$ cat config.mk
export PLATFORM = sky130hd
export DESIGN_NAME = spi_slave_flat
export DESIGN_NICKNAME = d
export VERILOG_FILES = /design/src/rtl/spi_slave_pkg.sv /design/src/rtl/spi_slave_if.sv /design/src/rtl/spi_slave_sync.sv /design/src/rtl/spi_slave.sv /design/src/flat_wrapper.sv
export SDC_FILE = /design/constraint.sdc
export NUM_CORES = 1
export LEC_CHECK = 0
export ABC_AREA = 1
export CAP_MARGIN = 20
export CELL_PAD_IN_SITES_DETAIL_PLACEMENT = 1
export CELL_PAD_IN_SITES_GLOBAL_PLACEMENT = 1
export CORE_MARGIN = 3
export CORE_UTILIZATION = 25
export DETAILED_ROUTE_END_ITERATION = 12
export HOLD_SLACK_MARGIN = 0.15
export PLACE_DENSITY_LB_ADDON = 0.1
export SLEW_MARGIN = 5
export SYNTH_ARGS = -nofsm -noshare
export SYNTH_HDL_FRONTEND = slang
export SYNTH_SLANG_ARGS = --single-unit
export TNS_END_PERCENT = 20
$ cat constraint.sdc
create_clock -name clock -period 1.6 [get_ports clock]
set_input_delay 0.32 -clock clock [delete_from_list [all_inputs] [get_ports clock]]
set_output_delay 0.32 -clock clock [all_outputs]
set_load 0.1 [all_outputs]
$ cat src/rtl/spi_slave_pkg.sv
// Shared types and constants for the SPI slave block.
package spi_slave_pkg;
  typedef enum logic {IDLE = 1'b0, SHIFT = 1'b1} state_t;
  localparam int              BYTE_W     = 8;
  localparam logic [BYTE_W-1:0] FILL     = 8'hFF;
  localparam int              SYNC_DEPTH = 2;
endpackage

$ cat src/rtl/spi_slave_if.sv
// SPI pins plus host-side byte interface of the SPI slave.
interface spi_slave_if
  import spi_slave_pkg::*;
#(
  parameter int CW = 4
) ();
  logic              ss;
  logic              ck;
  logic              mosi;
  logic              miso;
  logic [BYTE_W-1:0] d;
  logic              ld;
  logic              txe;
  logic [BYTE_W-1:0] q;
  logic              rxr;
  logic [CW-1:0]     count;
  logic              active;

  modport slave  (input  ss, ck, mosi, d, ld,
                  output miso, txe, q, rxr, count, active);
  modport master (output ss, ck, mosi, d, ld,
                  input  miso, txe, q, rxr, count, active);
endinterface

$ cat src/rtl/spi_slave_sync.sv
// One-bit multi-flop synchroniser with configurable reset level.
module spi_sync
  import spi_slave_pkg::*;
#(
  parameter logic RST_VAL = 1'b0
) (
  input  logic clock,
  input  logic reset,
  input  logic din,
  output logic dout
);
  logic [SYNC_DEPTH-1:0] chain;

  // Shift the asynchronous input through the flop chain.
  always_ff @(posedge clock or negedge reset) begin
    if (!reset) chain <= {SYNC_DEPTH{RST_VAL}};
    else        chain <= {chain[SYNC_DEPTH-2:0], din};
  end

  assign dout = chain[SYNC_DEPTH-1];
endmodule

$ cat src/rtl/spi_slave.sv
// SPI mode-0 slave, MSB first, oversampled by the system clock.
// Optional transmit holding register enabled by defining SPI_SLAVE_TXBUF_EN;
// without it d is sampled directly at every transmit load and txe is tied 1.
module spi_slave
  import spi_slave_pkg::*;
#(
  parameter int CW = 4
) (
  input  logic         clock,
  input  logic         reset,
  spi_slave_if.slave   bus
);
  logic              ss_s, ck_s, mosi_s;
  logic              ss_d, ck_d;
  logic              ss_fall, ss_rise, ck_rise, ck_fall;
  state_t            state;
  logic [2:0]        bit_cnt;
  logic [BYTE_W-1:0] rx_sr, tx_sr, q_r, load_val;
  logic              rxr_r, active_r;
  logic              skip_sh;
  logic [CW-1:0]     cnt;

  spi_sync #(.RST_VAL(1'b1)) u_sync_ss   (.clock(clock), .reset(reset), .din(bus.ss),   .dout(ss_s));
  spi_sync #(.RST_VAL(1'b0)) u_sync_ck   (.clock(clock), .reset(reset), .din(bus.ck),   .dout(ck_s));
  spi_sync #(.RST_VAL(1'b1)) u_sync_mosi (.clock(clock), .reset(reset), .din(bus.mosi), .dout(mosi_s));

  assign ss_fall = ss_d & ~ss_s;
  assign ss_rise = ~ss_d & ss_s;
  assign ck_rise = ck_s & ~ck_d;
  assign ck_fall = ~ck_s & ck_d;

`ifdef SPI_SLAVE_TXBUF_EN
  logic              txe_r;
  logic [BYTE_W-1:0] hold;
  logic              load_evt;

  // A load happens on frame entry and on every completed byte.
  assign load_evt = ((state == IDLE) && ss_fall) ||
                    ((state == SHIFT) && !ss_rise && ck_rise && (bit_cnt == 3'd7));
  // ld coincident with a load bypasses the holding register.
  assign load_val = bus.ld ? bus.d : (txe_r ? FILL : hold);

  // Holding register: filled by ld, drained by each load.
  always_ff @(posedge clock or negedge reset) begin
    if (!reset) begin
      txe_r <= 1'b1;
      hold  <= FILL;
    end else if (load_evt) begin
      txe_r <= 1'b1;
    end else if (bus.ld) begin
      hold  <= bus.d;
      txe_r <= 1'b0;
    end
  end

  assign bus.txe = txe_r;
`else
  logic unused_ld;
  assign unused_ld = bus.ld;
  assign load_val  = bus.d;
  assign bus.txe   = 1'b1;
`endif

  // Frame FSM with receive/transmit shifting. A load at the 8th rising
  // edge arms skip_sh so the falling edge that follows does not shift
  // the fresh MSB away before the master samples it.
  always_ff @(posedge clock or negedge reset) begin
    if (!reset) begin
      state    <= IDLE;
      ss_d     <= 1'b1;
      ck_d     <= 1'b0;
      bit_cnt  <= '0;
      rx_sr    <= '0;
      tx_sr    <= FILL;
      q_r      <= '0;
      rxr_r    <= 1'b0;
      active_r <= 1'b0;
      skip_sh  <= 1'b0;
      cnt      <= '0;
    end else begin
      ss_d  <= ss_s;
      ck_d  <= ck_s;
      rxr_r <= 1'b0;
      case (state)
        IDLE: begin
          // ck edges in the start cycle are deliberately ignored
          if (ss_fall) begin
            state    <= SHIFT;
            active_r <= 1'b1;
            cnt      <= '0;
            bit_cnt  <= '0;
            tx_sr    <= load_val;
            skip_sh  <= 1'b0;
          end
        end
        SHIFT: begin
          if (ss_rise) begin
            // partial byte is dropped: no rxr, q untouched
            state    <= IDLE;
            active_r <= 1'b0;
            bit_cnt  <= '0;
            tx_sr    <= FILL;
            skip_sh  <= 1'b0;
          end else if (ck_rise) begin
            rx_sr   <= {rx_sr[BYTE_W-2:0], mosi_s};
            bit_cnt <= bit_cnt + 3'd1;
            if (bit_cnt == 3'd7) begin
              q_r     <= {rx_sr[BYTE_W-2:0], mosi_s};
              rxr_r   <= 1'b1;
              tx_sr   <= load_val;
              skip_sh <= 1'b1;
              if (cnt != {CW{1'b1}}) cnt <= cnt + 1'b1;
            end
          end else if (ck_fall) begin
            if (skip_sh) skip_sh <= 1'b0;
            else         tx_sr   <= {tx_sr[BYTE_W-2:0], 1'b1};
          end
        end
        default: state <= IDLE;
      endcase
    end
  end

  assign bus.miso   = tx_sr[BYTE_W-1];
  assign bus.q      = q_r;
  assign bus.rxr    = rxr_r;
  assign bus.count  = cnt;
  assign bus.active = active_r;
endmodule

$ cat src/flat_wrapper.sv
// flat-port wrapper written by rule: the top's interface ports become plain ports
module spi_slave_flat import spi_slave_pkg::*;
#(
  parameter int CW = 4
)
  (clock, reset, bus_ss, bus_ck, bus_mosi, bus_d, bus_ld, bus_miso, bus_txe, bus_q, bus_rxr, bus_count, bus_active);
  spi_slave_if #(.CW(CW)) bus_i ();
  input  logic clock;
  input  logic reset;
  input wire logic [$bits(bus_i.ss)-1:0] bus_ss;
  input wire logic [$bits(bus_i.ck)-1:0] bus_ck;
  input wire logic [$bits(bus_i.mosi)-1:0] bus_mosi;
  input wire logic [$bits(bus_i.d)-1:0] bus_d;
  input wire logic [$bits(bus_i.ld)-1:0] bus_ld;
  output wire logic [$bits(bus_i.miso)-1:0] bus_miso;
  output wire logic [$bits(bus_i.txe)-1:0] bus_txe;
  output wire logic [$bits(bus_i.q)-1:0] bus_q;
  output wire logic [$bits(bus_i.rxr)-1:0] bus_rxr;
  output wire logic [$bits(bus_i.count)-1:0] bus_count;
  output wire logic [$bits(bus_i.active)-1:0] bus_active;
  assign bus_i.ss = bus_ss;
  assign bus_i.ck = bus_ck;
  assign bus_i.mosi = bus_mosi;
  assign bus_i.d = bus_d;
  assign bus_i.ld = bus_ld;
  assign bus_miso = bus_i.miso;
  assign bus_txe = bus_i.txe;
  assign bus_q = bus_i.q;
  assign bus_rxr = bus_i.rxr;
  assign bus_count = bus_i.count;
  assign bus_active = bus_i.active;
  spi_slave #(.CW(CW)) u_core (.clock(clock), .reset(reset), .bus(bus_i));
endmodule
# [Word-level counts from Yosys, hierarchy flattened]
# Cells that the tools add are included.
[op_classes] n_addsub=2 eq_ne=12 muxes=33 bitwise_logic=10 reduce_logical=7
[op_table] operator="$mux 8" n=6
[op_table] operator="$mux 4" n=5
[op_table] operator="$pmux 8 s2" n=1
[op_table] operator="$mux 1" n=13
[op_table] operator="$mux 3" n=3
[op_table] operator="$pmux 4 s2" n=1
[op_table] operator="$reduce_and 4->1" n=2
[op_table] operator="$ne 2x1->1 const B" n=3
[op_table] operator="$ne 2x2->1 const B" n=3
[op_table] operator="$not 1->1" n=6
[op_table] operator="$pmux 1 s2" n=3
[op_table] operator="$pmux 3 s2" n=1
[op_table] operator="$reduce_and 3->1" n=2
[op_table] operator="$reduce_and 5->1" n=1
[op_table] operator="$add 4x1->4 const B" n=1
[op_table] operator="$and 1x1->1" n=4
[op_table] operator="$ne 4x1->1 const B" n=1
[op_table] operator="$ne 4x2->1 const B" n=1
[op_table] operator="$ne 4x3->1 const B" n=1
[op_table] operator="$ne 4x4->1 const B" n=1
[op_table] operator="$reduce_and 2->1" n=2
[op_table] operator="$add 3x1->3 const B" n=1
[op_table] operator="$eq 3x3->1 const B" n=1
[op_table] operator="$ne 3x1->1 const B" n=1
[word_totals] register_bits=42 input_bits=14 output_inout_bits=16 wordCells=78

# [Depth between registers and ports, before layout]
[logic_depth] depth_word=6 mapped_depth=8 mapped_depth_nobuf=8

# [Modules after synthesis]
# Synthesis repeated with hierarchy kept, for this count alone.
[hier_totals] hier_cells=227 hier_area_um2=2028.2
[modules_own_cells] module="spi_slave" n_inst=1 cells_per_inst=221 area_per_inst_um2=1873.0 seq_area_each_um2=912.1
[modules_own_cells] module="spi_sync (u_core.u_sync_mosi ...)" n_inst=2 cells_per_inst=2 area_per_inst_um2=52.6 seq_area_each_um2=52.6
[modules_own_cells] module="spi_sync (u_core.u_sync_ck)" n_inst=1 cells_per_inst=2 area_per_inst_um2=50.0 seq_area_each_um2=50.0

# [Worst setup path before layout]
# No wires, ideal clock.
[synth_timing] path_kind="flip-flop to flip-flop" from="register u_core.cnt[0] (netlist: u_core.bus.count[0])" to="register u_core.cnt[0] (netlist: u_core.bus.count[0])" setup_ns=0.120 arrival_ns=1.723 slack_ns=-0.244 path_stages_with_launch=9 n_path_buf=0 synth_period_minus_slack_ns=1.844 path_cell_list="dfrtp_1 ha_1 nand3_1 nand2_1 nand2_1 nand3_4 inv_1 nand2_1 nand2_1"
[synth_between] elab_chain_len=6 elab_cells_between_ends=9
[synth_rtl] item="start, declared" line_no="spi_slave.sv:21" source="logic [CW-1:0] cnt;"
[synth_rtl] item="start signal, assigned" line_no="spi_slave.sv:112" source="if (cnt != {CW{1'b1}}) cnt <= cnt + 1'b1;"
[synth_rtl] item="$add 4x1->4" line_no="spi_slave.sv:112"
[synth_rtl] item="$mux 4" line_no="spi_slave.sv:112"
[synth_rtl] item="$mux 4" line_no="spi_slave.sv:107" source="if (bit_cnt == 3'd7) begin"
[synth_rtl] item="$mux 4" line_no="spi_slave.sv:104" source="end else if (ck_rise) begin"
[synth_rtl] item="$mux 4" line_no="spi_slave.sv:97" source="if (ss_rise) begin"
[synth_rtl] item="$pmux 4 s2" line_no="spi_slave.sv:84" source="case (state)"
# Parallel ways exist; a longest one is shown, timed or not. The select of a mux whose other input is x is not followed.
# A chain may end at the register's enable or synchronous reset.

# [Worst setup path in the final report]
[layout_timing] from="register u_core.ss_d" to="register u_core.tx_sr[1]"
[layout_between] elab_chain_len=4 elab_cells_between_ends=10
[layout_rtl] item="start, declared" line_no="spi_slave.sv:14" source="logic ss_d, ck_d;"
[layout_rtl] item="start signal, assigned" line_no="spi_slave.sv:81" source="ss_d <= ss_s;"
[layout_rtl] item="$not 1->1" line_no="spi_slave.sv:28" source="assign ss_rise = ~ss_d & ss_s;"
[layout_rtl] item="$and 1x1->1" line_no="spi_slave.sv:28"
[layout_rtl] item="$ne 4x2->1 (no line), or another cell as far along"
[layout_rtl] item="$reduce_and 4->1 (no line) or $pmux 8 s2 (tied branches)"
[layout_rtl] item="end signal, assigned" line_no="spi_slave.sv:92" source="tx_sr <= load_val;"
[layout_rtl] item="end signal, assigned" line_no="spi_slave.sv:110" source="tx_sr <= load_val;"
[layout_rtl] item="end signal, assigned" line_no="spi_slave.sv:116" source="else tx_sr <= {tx_sr[BYTE_W-2:0], 1'b1};"
[layout_rtl] item="end, declared" line_no="spi_slave.sv:18" source="logic [BYTE_W-1:0] rx_sr, tx_sr, q_r, load_val;"
# Parallel ways exist; a longest one is shown, timed or not.

==> metrics.md <==
| Metric | Value |
|---|---|
| Status | `completed` |
| I/O Pins | `30` |
| Reg clk slew, reported paths | `around 90 ps` |
| Post-Synth Adder-Cell Area | `0.0188` |
| GRT Resource Usage Total | `0.108` |
| Clk sinks | `42` |
| Final total power | `~3.3 mW` |
| Via count | `1515` |
| Drt drc | `0` |
| Die width | `approximately 95 um` |
| Startpoint types | `flip-flop` |
| First-pass GRT wire length | `around 7.7 mm` |
| CP required | `roughly 1800 ps` |
| R2r setup slk | `~180 ps` |
| Share of layout cells above drive strength 1 | `0.240` |
| Leakage power | `1.32 nW` |
| Num CTS Buffers | `5` |
| Crit path max fanout | `8` |
| Critical path arrival | `~1700 ps` |
| Post-Syn Area | `roughly 0.002 sq mm` |
| CP max-delay cell | `dfstp_2` |
| Unrepaired setup endpoints after global routing | `false` |
| CP cell instances | `nand2_1 -> nand2_1 -> nand2_1 -> nor2_4 -> nand2_1 -> nand2_1` |
| Sequential cell area fraction in the yosys report | `0.534` |
| R2R depth | `6` |
| 1st-pass router iterations | `4` |
| Drt wl/cell | `~12 um` |
| Hpwl dp | `slightly above 3 mm` |
| CTS tree | `built` |
| Final number of hold-violating endpoints | `0` |
| Compound-gate portion of the synthesized area | `0.0714` |
| HP Class | `flip-flop to flip-flop` |
| Int Pwr | `around 2.1 mW` |
| Overflow after GRT | `0` |
| Mux cell area share after synthesis | `0` |
| Hold Crit Depth | `0` |
| Clock share of power | `0.260` |
| Initial Util | `0.267` |
| Top Layer Used | `met4` |
| Placed cells | `around 350` |
| Post-Synth Simple-Gate Area | `0.276` |
| Place WS | `91.2 ps` |
| Register bit total from synthesis | `42` |
| Placed cell areas | `approximately 0.0025 sq mm` |
| Synth Warn # | `0` |
| Distinct cells, synth | `25` |
| DRT Wirelength | `roughly 4.4 mm` |
| Post-Syn Instances | `228` |
| Clock Latency Late Sink | `a little under 300 ps` |
| Final Instance Area | `~0.0027 sq mm` |
| Clock Skew | `around 6.5 ps` |
| Root buffer cell | `clkbuf_8` |
| Sw power | `between 1 and 1.5 mW` |
| Post-Synth XOR/XNOR Area | `0.00439` |
| Antenna violations before repair | `0` |
| Final-report setup violation count | `0` |
| Die Ht | `around 95 um` |
| Crit Path Class | `flip-flop to flip-flop` |
| Layout Nets | `~280` |
| Max VDD drop | `0.365 mV` |
| Synthesized Nets | `between 200 and 250` |
| Reg2reg end | `u_core.tx_sr[1]` |
| CP startpoint | `u_core.ss_d` |
| 1st-iter DRT viols | `43` |
| Most frequent CP cell | `nand2_1` |
| Antenna Diode Count | `0` |
| Die area | `roughly 0.0091 sq mm` |
| Port Buf Inserts | `27` |
| Num rows | `31` |
| R2R Path Start | `u_core.ss_d` |
| Power Density | `1220 mW/mm^2` |
| Syn_area_per_cell | `between 8 and 9 sq um` |
| Met2 wire len | `2.08 mm` |
| Main combinational cell family by area after synthesis | `simple AND/OR/NAND/NOR gates` |
| Final core utilization | `0.358` |
| Core area | `between 0.007 and 0.008 sq mm` |
| Routability cong. | `about 0.70` |
| Final Worst Setup Slack | `about 180 ps` |
| Sequential share of power | `0.432` |
| M1 WL | `2.09 mm` |
| Crit-path max cell delay | `between 500 and 600 ps` |
| Largest net degree at the start of global routing | `43` |
| CTS max path bufs | `2` |
| Final Critical Period | `about 1400 ps` |
| CP Capture Type | `flip-flop` |
| Max Clock Freq | `a little over 700 MHz` |
| Vias in the first global route | `between 1.5k and 2k` |
| Max-Cap Viols | `0` |
| Fin Hold WS | `353 ps` |
| Routed wl met3 | `approximately 160 um` |
| Switching Share | `0.358` |
| Final ANT Viol Nets | `0` |
| H-tree depth | `2` |
| WHS Endpoint | `u_core.u_sync_ck.chain[1]` |
| Fin cells | `roughly 360` |
| Final setup TNS | `0 ps` |
| Logic pwr share | `0.308` |
| Final Slew Violations | `0` |
| Area growth syn-to-layout | `34.3%` |
| Final period util | `0.885` |
| Worst hold start | `u_core.u_sync_ck.chain[0]` |
| Vias/cell | `approximately 4.2` |
## state kept, by name, summed over array words and instances (netlist names), 2 cells and up
name                      flops
u_core.bus.q                  8
u_core.tx_sr                  8
u_core.rx_sr                  7
u_core.bus.count              4
u_core.bit_cnt                3
u_core.u_sync_ck.chain        2
u_core.u_sync_mosi.chain      2
u_core.u_sync_ss.chain        2
## area by class of cell
class / instances / area [sq um]
Clock buffer: 6 / 72.6
Tap cell: 99 / 124
Sequential cell: 42 / 1070
Clock inverter: 2 / 37.5
Timing Repair Buffer: 33 / 475
Multi-Input combinational cell: 144 / 763
Fill cell: 878 / 4800
Inverter: 36 / 138
## layer usage
metal	global-route usage	vias to the layer above
li1	-	770
met1	0.139	717
met2	0.179	24
met3	0.0276	4
met4	0.0284	0
met5	0	-
## placed cells by master (no fill, tap or decap), drive strengths merged, types with 6 or more instances in the layout
master         count
dfrtp             29
o21ai             19
nand3             18
nand2             85
clkbuf             6
dfstp             13
clkdlybuf4s50     11
nor2               6
buf               21
nand4              7
inv               36
## how the worst max path moves through the flow
stage | to | slack [ps] | cells past startpoint
6_report | u_core.tx_sr[1] | 180 | 6
5_1_grt | u_core.bit_cnt[0] | 10 | 6
4_1_cts | u_core.tx_sr[0] | 70 | 8
3_5_place_dp | u_core.tx_sr[0] | 90 | 8
3_3_place_gp | u_core.tx_sr[1] | 110 | 8
2_1_floorplan | u_core.bus.count[0] | 9 | 7
## power groups by stage
stage / logic [mW] / registers (mW) / clock network, mW
detailed placement: 1.02 / 1.43 / 0
CTS: 1.02 / 1.41 / 0.894
global placement: 1.00 / 1.43 / 0
floorplan: 0.382 / 1.69 / 0
finish: 1.01 / 1.41 / 0.852
global route: 1.11 / 1.44 / 0.952
## synth_stat cells, drive strengths merged
cell | count | area, sq um
nor2 | 6 | 37.5
a21oi | 2 | 21.3
inv | 36 | 138
clkbuf | 1 | 3.75
ha | 3 | 37.5
nand3 | 18 | 120
conb | 1 | 3.75
nand4 | 7 | 43.8
xor2 | 1 | 8.76
dfstp | 13 | 342
nand3b | 2 | 15.0
nand2 | 85 | 334
o21ai | 19 | 121
buf | 5 | 45.0
dfrtp | 29 | 726
## worst max-delay path: cells and delay by family, from the launching register on
kind             cells  cell delay, ps
AND/OR/NAND/NOR      6             830
flip-flops           1             530
## repair_timing
item,4_1_cts,5_1_grt
hold buffers,1,0
setup endpoints to repair,0,8
resized for setup,0,3
endpoints found under the hold margin,29,0
setup buffers,0,0
## kinds of logic after synthesis
logic type               Yosys count
AND/OR/NAND/NOR                  118
buffers and inverters             42
flip-flops                        42
AO/OA/AOI/OAI                     21
adder cells (fa/ha/maj)            3
XOR/XNOR                           1
other                              1
Note: power is estimated with default switching activity, not from simulation.
